**src/rtl/load_store_unit.sv**
```systemverilog
// load_store_unit
// Sequences byte/halfword/word loads and stores from the CPU memory stage onto
// a 1024x32 word RAM that has no byte enables. Sub-word stores are performed as
// read-modify-write, loads are lane-selected and sign/zero-extended, and
// misaligned or illegal requests are rejected without any RAM access.

module load_store_unit (
   input  logic        clk,
   input  logic        rst_n,
   input  logic        req,
   input  logic        we,
   input  logic [1:0]  size,
   input  logic        sign_ext,
   input  logic [11:0] addr,
   input  logic [31:0] wdata,
   output logic        ready,
   output logic        done,
   output logic        misalign,
   output logic [31:0] rdata,
   output logic [9:0]  ram_addr,
   output logic [31:0] ram_din,
   output logic        ram_str,
   output logic        ram_ld,
   input  logic [31:0] ram_dout
);

   typedef enum logic [1:0] {
      IDLE = 2'd0,
      RD   = 2'd1,
      EXT  = 2'd2,
      WR   = 2'd3
   } state_t;

   localparam logic [1:0] SIZE_BYTE = 2'b00;
   localparam logic [1:0] SIZE_HALF = 2'b01;
   localparam logic [1:0] SIZE_WORD = 2'b10;

   state_t      state;
   logic        lat_we;
   logic [1:0]  lat_size;
   logic        lat_sext;
   logic [11:0] lat_addr;
   logic [31:0] lat_wdata;

   logic        req_bad;
   logic [7:0]  ld_byte;
   logic [15:0] ld_half;
   logic [31:0] ld_value;
   logic [31:0] merged;
   logic [31:0] store_word;

   // Flag requests whose size is illegal or whose address is not naturally aligned
   always_comb begin
      req_bad = 1'b0;
      if (size == 2'b11)
         req_bad = 1'b1;
      else if (size == SIZE_HALF && addr[0])
         req_bad = 1'b1;
      else if (size == SIZE_WORD && addr[1:0] != 2'b00)
         req_bad = 1'b1;
   end

   // Pick the big-endian lane out of the RAM word and extend it for a load
   always_comb begin
      ld_byte  = 8'h00;
      ld_half  = 16'h0000;
      ld_value = ram_dout;
      case (lat_addr[1:0])
         2'd0:    ld_byte = ram_dout[31:24];
         2'd1:    ld_byte = ram_dout[23:16];
         2'd2:    ld_byte = ram_dout[15:8];
         default: ld_byte = ram_dout[7:0];
      endcase
      ld_half = lat_addr[1] ? ram_dout[15:0] : ram_dout[31:16];
      case (lat_size)
         SIZE_BYTE: ld_value = {{24{lat_sext & ld_byte[7]}}, ld_byte};
         SIZE_HALF: ld_value = {{16{lat_sext & ld_half[15]}}, ld_half};
         default:   ld_value = ram_dout;
      endcase
   end

   // Build the word to write: whole word for word stores, otherwise the old word with one lane replaced
   always_comb begin
      merged = ram_dout;
      if (lat_size == SIZE_BYTE) begin
         case (lat_addr[1:0])
            2'd0:    merged[31:24] = lat_wdata[7:0];
            2'd1:    merged[23:16] = lat_wdata[7:0];
            2'd2:    merged[15:8]  = lat_wdata[7:0];
            default: merged[7:0]   = lat_wdata[7:0];
         endcase
      end else if (lat_size == SIZE_HALF) begin
         if (lat_addr[1])
            merged[15:0] = lat_wdata[15:0];
         else
            merged[31:16] = lat_wdata[15:0];
      end
      store_word = (lat_size == SIZE_WORD) ? lat_wdata : merged;
   end

   // RAM side signals decode straight from the state register so they are glitch-free and never overlap
   assign ready    = (state == IDLE);
   assign ram_ld   = (state == RD);
   assign ram_str  = (state == WR);
   assign ram_addr = (state == IDLE) ? 10'd0 : lat_addr[11:2];
   assign ram_din  = (state == WR) ? store_word : 32'd0;

   // Main sequencer: accepts requests in IDLE, walks the RD/EXT/WR steps and raises the one-cycle done pulse
   always_ff @(posedge clk or negedge rst_n) begin
      if (!rst_n) begin
         state     <= IDLE;
         lat_we    <= 1'b0;
         lat_size  <= 2'b00;
         lat_sext  <= 1'b0;
         lat_addr  <= 12'd0;
         lat_wdata <= 32'd0;
         done      <= 1'b0;
         misalign  <= 1'b0;
         rdata     <= 32'd0;
      end else begin
         done     <= 1'b0;
         misalign <= 1'b0;
         case (state)
            IDLE: begin
               if (req) begin
                  lat_we    <= we;
                  lat_size  <= size;
                  lat_sext  <= sign_ext;
                  lat_addr  <= addr;
                  lat_wdata <= wdata;
                  if (req_bad) begin
                     done     <= 1'b1;
                     misalign <= 1'b1;
                  end else if (we && size == SIZE_WORD) begin
                     state <= WR;
                  end else begin
                     state <= RD;
                  end
               end
            end
            RD: begin
               state <= lat_we ? WR : EXT;
            end
            EXT: begin
               rdata <= ld_value;
               done  <= 1'b1;
               state <= IDLE;
            end
            WR: begin
               done  <= 1'b1;
               state <= IDLE;
            end
            default: state <= IDLE;
         endcase
      end
   end

endmodule

```
**config.mk**
```make
export PLATFORM = sky130hd
export DESIGN_NAME = load_store_unit
export DESIGN_NICKNAME = d
export VERILOG_FILES = /design/src/rtl/load_store_unit.sv
export SDC_FILE = /design/constraint.sdc
export NUM_CORES = 1
export LEC_CHECK = 0
export CORE_UTILIZATION = 42
export CTS_CLUSTER_SIZE = 40
export DETAILED_ROUTE_END_ITERATION = 10
export GPL_ROUTABILITY_DRIVEN = 0
export PLACE_DENSITY = 0.77
export SKIP_LAST_GASP = 1
export SYNTH_ARGS = -nofsm -noshare
export SYNTH_HDL_FRONTEND = slang
export SYNTH_SLANG_ARGS = --single-unit
```
**constraint.sdc**
```tcl
create_clock -name clk -period 1.5 [get_ports clk]
set_input_delay 0.15 -clock clk [delete_from_list [all_inputs] [get_ports clk]]
set_output_delay 0.15 -clock clk [all_outputs]
set_load 0.02 [all_outputs]
```
==> results of run 1 <==
-- worst min-delay path by stage --
stage                    end  slack [ns]  cells past startpoint
floorplan               done       -0.15                      0
global placement    lat_sext        0.14                      1
detailed placement  misalign        0.15                      1
CTS                 misalign        0.35                      2
global route            done        0.36                      2
finish                  done        0.34                      2
-- flip-flops by register name (all words and copies together), names as in the netlist --
| register | cells |
|---|---|
| lat_addr | 12 |
| lat_wdata | 32 |
| lat_we | 1 |
| lat_size | 2 |
| misalign | 1 |
| rdata | 32 |
| done | 1 |
| lat_sext | 1 |
| state | 2 |
-- layout by cell type (no fill, tap or decap), types with 9 or more instances in the layout --
master             n
a211oi_2          15
buf_12            21
nand3_1            9
a22oi_2           10
mux2i_1           10
nor2_2             9
buf_6             61
clkdlybuf4s50_1  102
clkbuf_16         13
mux2_4            40
a21oi_4            9
nor2_1            36
buf_4            112
a21oi_1           21
dfrtp_1           79
mux2_2            21
o21ai_1           12
nand2_2           13
a22oi_1           11
dlymetal6s2s_1    12
nand2_1           49
-- critical path, cell delays in order (launching register included) --
cell and delay (ns):
dfrtp_2 0.48, buf_8 0.17, nor2_4 0.13, buf_6 0.15, nand2_1 0.08, a31oi_1 0.30, o21a_1 0.19, buf_4 0.15
-- repair_timing --
action | CTS | global route
setup endpoints to repair | 125 | 140
resized for setup | 387 | 163
endpoints found under the hold margin | 31 | 0
buffers inserted | 36 | 32
pin swaps | 30 | 45
hold buffers | 1 | 0
cloned | 6 | 5
-- final cells by class --
class / instances / area (um2)
Timing Repair Buffer: 325 / 3370
Sequential cell: 84 / 2110
Inverter: 3 / 18.8
Multi-Input combinational cell: 388 / 3630
Fill cell: 454 / 1460
Tap cell: 140 / 175
Clock inverter: 1 / 30.0
Clock buffer: 13 / 280
-- through the flow --
stage               instance area (um2)  worst slack, ns
global route                       9610           -0.717
global placement                   7560           -0.626
detailed placement                 7560           -0.686
floorplan                          5110           -0.225
finish                             9610           -0.646
CTS                                8790           -0.493
-- per-layer routing --
metal | GRT usage (%) | part of all wire (%)
met1 | 45.7 | 35
met2 | 59.4 | 45
met3 | 6.88 | 12
met4 | 21.0 | 7.0
met5 | 0 | 0.029
-- where the power goes --
group          switching [W]  internal (W)  leakage, nW
sequential           0.00120       0.00346        0.989
combinational        0.00855       0.00829         3.11
clock               0.000985       0.00146        0.154
-- cell families (layout without fill, tap and decap cells) --
logic type / count (synthesis) / in the layout / share of synthesized area, %
flops: 84 / 84 / 43.3
mux: 78 / 78 / 17.6
simple gates: 158 / 160 / 14.3
compound gates: 150 / 150 / 20.6
buf+inv: 41 / 342 / 4.22
==> impl_metrics.py, run 1 <==
metrics = {
    "outcome": {
        "status": "finished with violations",
        "failed_checks": "negative setup slack",
    },
    "detailed_routing": {
        "finalWirelength_um": 27400,
        "viasPerCell": 6.68,
        "drt_first_pass_iters": 6,
        "drcViolationCount": 0,
        "vias": 6372,
        "initialDrtViolationCount": 889,
        "postRouteAntennaNets": 0,
        "wl_per_cell_um": 28.7,
    },
    "power_and_ir_drop": {
        "peakVddDrop_mv": 1.47,
        "powerDensity_nw_per_um2": 2490,
        "p_total_w": 0.0239,
        "leakage_nw": 4.25,
    },
    "logic_synthesis": {
        "synth-edff-count": 0,
        "synthTopCellsByCount": "dfrtp_1 (84), nand2_1 (70), mux2_2 (61)",
        "yosysMostFrequentCell": "dfrtp_1",
        "syn_inst": 511,
        "synth_top_area_cell": "dfrtp_1",
        "ys_ff_latch": 84,
        "synth_area_leaders": "dfrtp_1 (43%), mux2_2 (14%), nand2_1 (5.4%), nor2_1 (3.8%), a21oi_1 (3.7%)",
        "syn-cell-area_um2": 4860,
        "synth.net_count": 594,
        "ys_seq_area_share_pct": 43.3,
        "avgSynthCellArea_um2": 9.51,
        "synth_top_area_share_pct": 43.3,
        "yosysWarnings": 0,
        "synth.distinct_cells": 39,
        "synthArstFlopShare_pct": 100,
        "synth_flop_cell": "dfrtp_1",
    },
    "grt": {
        "grtUsageTotal_pct": 36.6,
        "overflow": 0,
        "grt_first_pass_wirelength_um": 32200,
        "grt_pass1_vias": 5802,
        "grt_max_degree": 34,
        "antenna_found_initial": 1,
    },
    "worst_setup_path": {
        "r2r_start": "state[0]",
        "r2r-end": "rdata[12]",
        "critPathKind": "reg -> out",
        "critPathCaptureType": "output port",
        "critPathLaunch": "lat_addr[1]",
        "worstPathRequired_ns": 1.35,
        "start_kind": "register",
        "critPathArrivalTime_ns": 2.00,
        "r2r_slack_ns": -0.48,
        "setup.worst_path.end": "ram_din[27]",
        "reg2regPathDepth": 8,
        "crit_fanout": 7,
    },
    "timing": {
        "period_share_pct": 143,
        "fin_ws_ns": -0.646,
        "worst_pin_slew_ns": 0.649,
        "slew_headroom_pct": 56.3,
        "skew_ns": 0.0145,
        "timing.hold.ws_ns": 0.340,
        "finalHoldViolCount": 0,
        "fin_tns_setup_ns": -50.29,
        "period_minus_slack_ns": 2.15,
        "rsz0062_at_grt": "yes",
        "timing.fmax_ghz": 0.466,
        "maxSlewViolCount": 0,
        "setup-violations-final": 129,
    },
    "clocking": {
        "cts_buffers": 9,
        "clock_latency_ns": 0.36,
        "cts_buffer_depth": 2,
        "cts_root_buf": "clkbuf_16",
        "tritoncts": "done",
        "cts_sinks": 84,
        "clk_pin_slew_worst_paths_ns": 0.06,
        "h-tree-depth": 3,
    },
    "layout": {
        "area_growth_pct": 97.8,
        "post-route-util_pct": 86.8,
        "fin_nets": 894,
        "antenna_cells": 0,
        "layout-drive-gt1-share_pct": 52.9,
        "fin_cells": 954,
    },
    "die": {
        "fp.dieArea_um2": 12000,
        "die_h_um": 110,
        "start_util_pct": 43.9,
        "die_x_um": 110,
        "coreArea_um2": 11100,
        "num_io_pins": 162,
        "rows": 38,
    },
    "placement": {
        "dp_cells": 876,
        "port_buffers": 161,
        "dp_hpwl_um": 12800,
    },
    "job": {
        "cap_violations": 0,
    },
    "min_path": {
        "min_path_type": "in -> async",
    },
}
Note: power is estimated with default switching activity, not from simulation.
==> run 2: changes to the inputs <==
--- a/config.mk
+++ b/config.mk
@@ -5,6 +5,7 @@
 export SDC_FILE = /design/constraint.sdc
 export NUM_CORES = 1
 export LEC_CHECK = 0
+export ABC_AREA = 1
 export CORE_UTILIZATION = 42
 export CTS_CLUSTER_SIZE = 40
 export DETAILED_ROUTE_END_ITERATION = 10
==> impl_metrics.py, run 2 <==
metrics = {
    "outcome": {
        "status": "finished with violations",
        "failed_checks": "negative setup slack",
    },
    "die": {
        "coreArea_um2": 11400,
        "rows": 39,
        "fp.dieArea_um2": 12100,
        "die_h_um": 110,
        "start_util_pct": 43.0,
        "num_io_pins": 162,
        "die_x_um": 110,
    },
    "timing": {
        "worst_pin_slew_ns": 0.690,
        "fin_ws_ns": -0.808,
        "period_share_pct": 154,
        "period_minus_slack_ns": 2.31,
        "slew_headroom_pct": 53.9,
        "setup-violations-final": 72,
        "finalHoldViolCount": 0,
        "maxSlewViolCount": 0,
        "rsz0062_at_grt": "yes",
        "timing.fmax_ghz": 0.433,
        "skew_ns": 0.00825,
    },
    "clocking": {
        "clk_pin_slew_worst_paths_ns": 0.07,
        "cts_root_buf": "clkbuf_16",
        "clock_latency_ns": 0.35,
        "cts_buffers": 9,
        "tritoncts": "done",
        "cts_sinks": 84,
        "h-tree-depth": 3,
        "cts_buffer_depth": 2,
    },
    "layout": {
        "largest_registers": "lat_wdata x32, rdata x32, lat_addr x12",
        "fin_nets": 1029,
        "final_common_cell": "nand2_1",
        "layout-drive-gt1-share_pct": 41.7,
        "fin_cells": 1095,
        "area_growth_pct": 80.8,
        "most-common-layout-cells": "nand2_1 (117), clkdlybuf4s50_1 (113), buf_4 (107)",
    },
    "worst_setup_path": {
        "start_kind": "register",
        "critPathKind": "reg -> out",
        "worstPathRequired_ns": 1.35,
        "critPathArrivalTime_ns": 2.16,
        "r2r_slack_ns": -0.46,
        "r2r_start": "lat_addr[0]",
        "reg2regPathDepth": 9,
        "crit_fanout": 5,
        "critPathCaptureType": "output port",
        "r2r-end": "rdata[6]",
    },
    "logic_synthesis": {
        "yosysWarnings": 0,
        "synth.net_count": 758,
        "synth-edff-count": 0,
        "synthTopCellsByCount": "nand2_1 (158), nor2_1 (94), dfrtp_1 (84)",
        "yosysMostFrequentCell": "nand2_1",
        "synth_top_area_share_pct": 43.0,
        "synth_area_leaders": "dfrtp_1 (43%), nand2_1 (12%), nor2_1 (7.2%), a21oi_1 (6.9%), mux2_2 (6.0%)",
        "synth_top_area_cell": "dfrtp_1",
        "synth_flop_cell": "dfrtp_1",
        "syn_inst": 675,
        "syn-cell-area_um2": 4890,
        "synth.distinct_cells": 28,
        "avgSynthCellArea_um2": 7.25,
        "ys_seq_area_share_pct": 43.0,
        "ys_ff_latch": 84,
        "synthArstFlopShare_pct": 100,
    },
    "power_and_ir_drop": {
        "leakage_nw": 4.30,
        "peakVddDrop_mv": 1.41,
        "powerDensity_nw_per_um2": 2340,
    },
    "grt": {
        "grt_max_degree": 85,
        "grtUsageTotal_pct": 32.9,
        "grt_pass1_vias": 5783,
        "overflow": 0,
        "grt_first_pass_wirelength_um": 29600,
        "antenna_found_initial": 1,
    },
    "placement": {
        "port_buffers": 161,
        "dp_hpwl_um": 13100,
        "dp_cells": 1046,
        "pre_cts_slack_ns": -0.647,
    },
    "detailed_routing": {
        "viasPerCell": 6.12,
        "drcViolationCount": 0,
        "initialDrtViolationCount": 821,
        "wl_per_cell_um": 22.7,
        "postRouteAntennaNets": 0,
        "vias": 6696,
        "finalWirelength_um": 24800,
        "drt_first_pass_iters": 6,
    },
    "job": {
        "cap_violations": 0,
    },
    "min_path": {
        "min_path_type": "in -> async",
    },
}
-- run 2: cell families (layout without fill, tap and decap cells) --
logic type / after synthesis / after routing / share of synthesized area [%]
and+or+nand+nor: 338 / 339 / 29.5
AOI/OAI and AO/OA: 115 / 115 / 12.3
muxes: 26 / 26 / 5.99
other: 0 / 1 / 0
DFF: 84 / 84 / 43.0
buffers and inverters: 112 / 387 / 9.23
-- run 2: power breakdown --
part           internal (W)  switching [W]
clock               0.00137        0.00106
sequential          0.00339       0.000939
combinational       0.00592        0.00801
total                0.0107         0.0100
-- run 2: per-stage QoR --
step / total power, W / setup TNS [ns] / instance area [um2] / hold slack [ns] / utilization, %
2_1_floorplan: 0.00953 / -0.0337 / 5000 / -0.146 / -
3_3_place_gp: 0.0137 / -19.72 / 7450 / 0.213 / 65.5
3_5_place_dp: 0.0139 / -23.50 / 7450 / 0.220 / 65.5
4_1_cts: 0.0177 / -20.09 / 8140 / 0.377 / 71.6
5_1_grt: 0.0214 / -31.63 / 8840 / 0.386 / 77.8
6_report: 0.0207 / -26.93 / 8840 / 0.336 / 77.8
-- run 2: area by class of cell --
class	count	area [um2]
diodes	1	2.50
clock buffers	10	239
clock inverters	6	76.3
fillers	621	2530
inverters	80	330
multi-input cells	480	3100
flip-flops and latches	84	2110
well taps	143	179
repair buffers	291	2810
-- run 2: repair_timing --
item                                   4_1_cts  5_1_grt
gates resized for setup                    288      174
gates cloned                                 4        5
pin swaps                                   17       62
setup endpoints to repair                  103      104
setup buffers                               18       12
hold buffers                                 1        0
endpoints found under the hold margin       84        0
-- run 2: critical path: stages (launching register included) --
cell and delay (ns):
dfrtp_2 0.50, inv_4 0.11, nor2_4 0.06, buf_6 0.15, nand2_1 0.17, a21boi_0 0.34, nand3_1 0.15, nand2_1 0.10
inv_1 0.06, buf_4 0.16
-- run 2: worst max path at each step --
stage	cells past startpoint	startpoint	slack (ns)	to
CTS	9	lat_size[0]	-0.45	ram_din[7]
global placement	9	lat_size[0]	-0.54	ram_din[7]
floorplan	9	lat_size[0]	-0.02	ram_din[3]
finish	9	lat_size[1]	-0.81	ram_din[24]
detailed placement	9	lat_size[1]	-0.65	ram_din[24]
global route	9	lat_size[1]	-0.84	ram_din[24]
-- run 2: metal layers --
layer  share of wire, %  up-vias  GRT usage (%)
met4                9.5        0           19.6
li1                   -     2696              -
met2                 43      670           50.7
met1                 34     3084           42.1
met5                  0        -              0
met3                 13      246           7.35
==> edit 1 (config.mk and constraints of run 2) <==
Reset style: synchronous (`rst_n`), changed in one clocked block.
--- a/src/rtl/load_store_unit.sv
+++ b/src/rtl/load_store_unit.sv
@@ -107,5 +107,5 @@
 
    // Main sequencer: accepts requests in IDLE, walks the RD/EXT/WR steps and raises the one-cycle done pulse
-   always_ff @(posedge clk or negedge rst_n) begin
+   always_ff @(posedge clk) begin
       if (!rst_n) begin
          state     <= IDLE;
Check against the original RTL: differs if rst_n is asserted again (counterexample within 4 cycles, from zero or initial values and one cycle with rst_n low); with rst_n held inactive, the same outputs for 10 cycles.
==> edit 1 against run 2 <==
  * The run still ends with setup timing left
  * Synthesized area shrank 1.3%
  * Design area shrank 8.8%
  * Setup slack gained 370 ps
  * Largest cell class unchanged
  * Wire length shrank 22%
  * Non-clock buffer count shrank 9
  * Final cell count grew 8.1%
  * Sequential cell count is the same
Power is not compared: it rests on default switching activity, and its combinational part moved more than twofold at a synthesized area within 25%.
==> edit 1: results (changes against run 2) <==
* Reg2reg setup slack at -110 ps (+350 ps)
* Status: finished, violations left
* Synthesized net count at 874 (+15%)
* Top cells by area, synth: dfxtp_1 35%, nor2_1 15%, nand2_1 12%
* Mux contribution to synthesized area at 0 (-0.0599)
* Proportion of layout cells with a drive suffix above 1 at 0.277 (-0.141)
* Critical path capture point: ram_din[4]
* FF-to-FF path depth at 10 (+1)
* All-layer global routing usage at 0.315 (-0.0137)
* First-pass GRT wire length at 28,500 µm (-3.5%)
* Vias in the first global route at 5,814 (+0.54%)
* Synth Area in Compound Gates at 0.172 (+0.0496)
* Pin count of the biggest net entering global routing at 59 (-31%)
* Top post-synthesis cells by count: 187 x nor2_1, 154 x nand2_1, 84 x dfxtp_1
* First-pass DRT Iterations at 5 (-1)
* Capturing point of the worst reg2reg path: rdata[29]
* DP Wirelength at 13,400 µm (+2.6%)
* CP Max Fanout at 6 (+1)
* Leak at 3.77 nW
* Synth async-reset ratio at 0 (-1.00)
* Initial antenna violation count at 0 (-1)
* Final wirelength at 19,500 µm (-22%)
* Endpoints failing setup at 59 (-18%)
* Hold_ws at 425 ps (+89.8 ps)
* Slew HR at 0.783 (+0.244)
* Reg clk slew, reported paths at 60 ps
* Placed cell areas at 0.00736 mm² (-1.2%)
* Final setup margin at -435 ps (+374 ps)
* Initial DRC count at 615 (-25%)
* Hold Crit Class: input pin to flip-flop
* Arrival time of the worst setup path at 1780 ps (-380 ps)
* Routed vias at 6,309 (-5.8%)
* Crit path launch: lat_size[0]
* Synthesized area per cell at 6.10 µm² (-16%)
* Synth unique cells at 31 (+11%)
* Ys flop type: dfxtp_1
* # diodes at 0 (-1)
* Post-synthesis sequential area ratio at 0.348 (-0.0814)
* Failing checks: setup timing
* Yosys warnings at 0 (unchanged)
==> edit 1: worst max-delay path, cell delays in order (launching register included) <==
cell	delay, ps
dfxtp_4	380
nor2_4	210
buf_6	140
nand2_4	50
nand2_4	120
buf_6	130
o21ai_1	80
nor2_1	170
buf_4	180
==> edit 1: cells by family after synthesis <==
logic type,Yosys count
AO/OA/AOI/OAI,161
flip-flops,84
buffers and inverters,128
AND/OR/NAND/NOR,418
==> edit 1: through the flow <==
step | TNS, ps | setup slack (ps)
6_report | -11490 | -435
5_1_grt | -15290 | -442
4_1_cts | -9580 | -291
3_5_place_dp | -20500 | -656
3_3_place_gp | -18750 | -576
2_1_floorplan | -105 | -46.4
==> edit 1: timing repair <==
| item | 4_1_cts | 5_1_grt |
|---|---|---|
| setup endpoints to repair | 69 | 98 |
| setup buffers | 6 | 2 |
| gates resized for setup | 261 | 75 |
| pin swaps | 18 | 29 |
| gates cloned | 1 | 3 |
==> edit 1: per-layer routing <==
metal,global-route usage,vias up,routed length (µm)
met2,0.505,416,8890
met1,0.380,2790,7520
met5,0,-,0
met3,0.0735,110,1760
li1,-,2993,-
met4,0.195,0,1300
==> edit 1: layout make-up <==
cell class | instances | area, µm²
Tap cell | 140 | 175
Clock inverter | 4 | 73.8
Multi-Input combinational cell | 579 | 2930
Inverter | 85 | 338
Sequential cell | 84 | 1690
Timing Repair Buffer | 282 | 2620
Clock buffer | 10 | 239
Fill cell | 842 | 2970
==> edit 1: power by group <==
group | leakage (nW) | total, W | internal, W | switching (W)
logic | 2.92 | 0.00259 | 0.00116 | 0.00143
clock network | 0.155 | 0.00239 | 0.00149 | 0.000899
registers | 0.693 | 0.00255 | 0.00242 | 0.000129
==> edit 2 (config.mk and constraints of run 2) <==
Made on the original files. Re-encode `state_t` (4 states) as one-hot, 4 bits wide.
--- a/src/rtl/load_store_unit.sv
+++ b/src/rtl/load_store_unit.sv
@@ -25,9 +25,9 @@
 );
 
-   typedef enum logic [1:0] {
-      IDLE = 2'd0,
-      RD   = 2'd1,
-      EXT  = 2'd2,
-      WR   = 2'd3
+   typedef enum logic [3:0] {
+      IDLE = 4'b0001,
+      RD   = 4'b0010,
+      EXT  = 4'b0100,
+      WR   = 4'b1000
    } state_t;
 
Check against the original RTL: no difference found for any inputs over 10 cycles, from zero or initial values and one cycle with rst_n low; not proved beyond that.
==> edit 2 against run 2 <==
  * The flow still finishes with violations (setup timing)
  * Sequential share of layout area decreased by 1.4 points
  * Count of clock-buffer cells in the layout decreased by 1
  * Clock skew increased by 2.8 ps
  * Sequential cell count increased by 2
  * Setup slack improved by 170 ps
  * Wire length increased by 9.0%
  * Register-to-register slack improved by 110 ps
  * Synthesized area increased by 4.9%
  * Design area increased by 9.0%
  * Die area increased by 4.8%
  * Critical path type unchanged
  * Critical endpoint is now ram_din[31]
  * Highest routed layer unchanged
Power is not compared: it rests on default switching activity, and its combinational part moved more than twofold at a synthesized area within 25%.
==> edit 2: results (changes against run 2) <==
* Port bufs at 161 (unchanged)
* Top cells by area, synth: dfrtp_1 41%, nand2_1 18%, nor2_1 6.3%
* Placed cell areas at 0.00769 mm² (+3.3%)
* Proportion of layout cells with a drive suffix above 1 at 0.435 (+0.0173)
* Dpl ws at -674 ps (-26.5 ps)
* Top post-synthesis cells by count: 250 x nand2_1, 86 x nor2_1, 85 x dfrtp_1
* All-layer global routing usage at 0.346 (+0.0169)
* Synth unique cells at 31 (+11%)
* Critical path's slowest cell: dfrtp_2
* Worst skew pair latency at 360 ps
* Vias in the first global route at 6,439 (+11%)
* CP Max Fanout at 4 (-1)
* Num CTS Buffers at 9 (unchanged)
* Capturing point of the worst reg2reg path: rdata[12]
* # H-tree levels at 3 (unchanged)
* Clk buf depth at 2 (unchanged)
* NumNets Final at 1,136 (+10%)
* # diodes at 0 (-1)
* DP Wirelength at 13,400 µm (+2.5%)
* Worst r2r src: lat_size[1]
* First-pass DRT Iterations at 11 (+5)
* Synthesized net count at 834 (+10%)
* Initial DRC count at 1,216 (+48%)
* Final setup margin at -637 ps (+171 ps)
* Endpoints failing setup at 127 (+76%)
* First-pass GRT wire length at 33,500 µm (+13%)
* Peak VDD IR at 0.617 mV
* Fill count at 584 (-6.0%)
* Post-synthesis sequential area ratio at 0.420 (-0.00992)
* Critical path capture point: ram_din[31]
* Max incr delay on CP at 470 ps (-30 ps)
* Clk_skew at 11.1 ps (+2.81 ps)
* Worst-margin pin slew at 556 ps (-134 ps)
* Final wirelength at 27,100 µm (+9.0%)
* Reg2reg setup slack at -350 ps (+110 ps)
* Failing checks: setup timing
* Pin count of the biggest net entering global routing at 37 (-56%)
* Status: finished, violations left
* Routed vias at 7,370 (+10%)
* Arrival time of the worst setup path at 1990 ps (-170 ps)
* Crit path launch: lat_size[0]
* Post-DR vias/cell at 6.14 (+0.35%)
* Leak at 4.70 nW
* Initial antenna violation count at 0 (-1)
* Post-Synthesis Cells at 751 (+11%)
* Reg clk slew, reported paths at 70 ps (about the same)
* FF-to-FF path depth at 10 (+1)
* Top Registers: lat_wdata (32), rdata (32), lat_addr (12)
edit 2: cell count changes after synthesis, sizes merged, moves of 2 or more:
cell	delta
clkbuf	-5
o211ai	-2
nor2	-9
o21ai	+22
nand2	+95
buf	+12
inv	-5
nand3	+4
mux2	-26
a21oi	-14
edit 2: cell families (layout without fill, tap and decap cells):
group	count (synthesis)	count (layout)	share of synthesized area
compound gates	121	121	0.121
buf+inv	114	418	0.0988
flops	86	86	0.420
simple gates	430	433	0.360
edit 2: worst max-delay path: cells and delay by family, from the launching register on:
family          cells  cell delay [ps]
compound gates      1              180
buf+inv             3              450
flops               1              470
simple gates        4              530
edit 2: final cells by class:
type	instances	area share
clock inverters	7	0.00506
multi-input cells	554	0.355
repair inverters	3	0.00402
inverters	75	0.0330
flip-flops and latches	86	0.224
repair buffers	324	0.337
well taps	143	0.0186
clock buffers	9	0.0234
edit 2: worst min path at each step:
stage	startpoint	end	depth (start not counted)	slack, ps
floorplan	rst_n	done	0	-150
global placement	rst_n	lat_wdata[8]	1	120
detailed placement	rst_n	lat_wdata[8]	1	120
CTS	rst_n	lat_wdata[8]	2	290
global route	rst_n	lat_wdata[7]	2	320
finish	rst_n	lat_wdata[8]	2	270
edit 2: what timing repair did:
action | CTS | global route
gates cloned | 13 | 4
resized for setup | 388 | 190
hold buffers | 1 | 0
pin swaps | 34 | 55
buffers inserted | 29 | 17
endpoints found under the hold margin | 28 | 0
endpoints found under the setup margin | 120 | 134
edit 2: routing by layer:
metal	part of all wire	global-route usage	vias to the layer above
li1	-	-	2978
met1	0.33	0.430	3361
met5	0	0	-
met3	0.14	0.0880	275
met2	0.44	0.548	756
met4	0.087	0.196	0
edit 2: per-stage QoR:
step,util,setup TNS (ps)
2_1_floorplan,-,-928
3_3_place_gp,0.660,-25610
3_5_place_dp,0.660,-29800
4_1_cts,0.758,-21340
5_1_grt,0.826,-38300
6_report,0.826,-33550
edit 2: power by group:
| group | leakage, nW | internal (W) | total (W) | switching, W |
|---|---|---|---|---|
| Clock | 0.136 | 0.00113 | 0.00217 | 0.00104 |
| Sequential | 1.03 | 0.00279 | 0.00322 | 0.000431 |
| Combinational | 3.54 | 0.00265 | 0.00622 | 0.00357 |
| Total | 4.70 | 0.00657 | 0.0116 | 0.00504 |
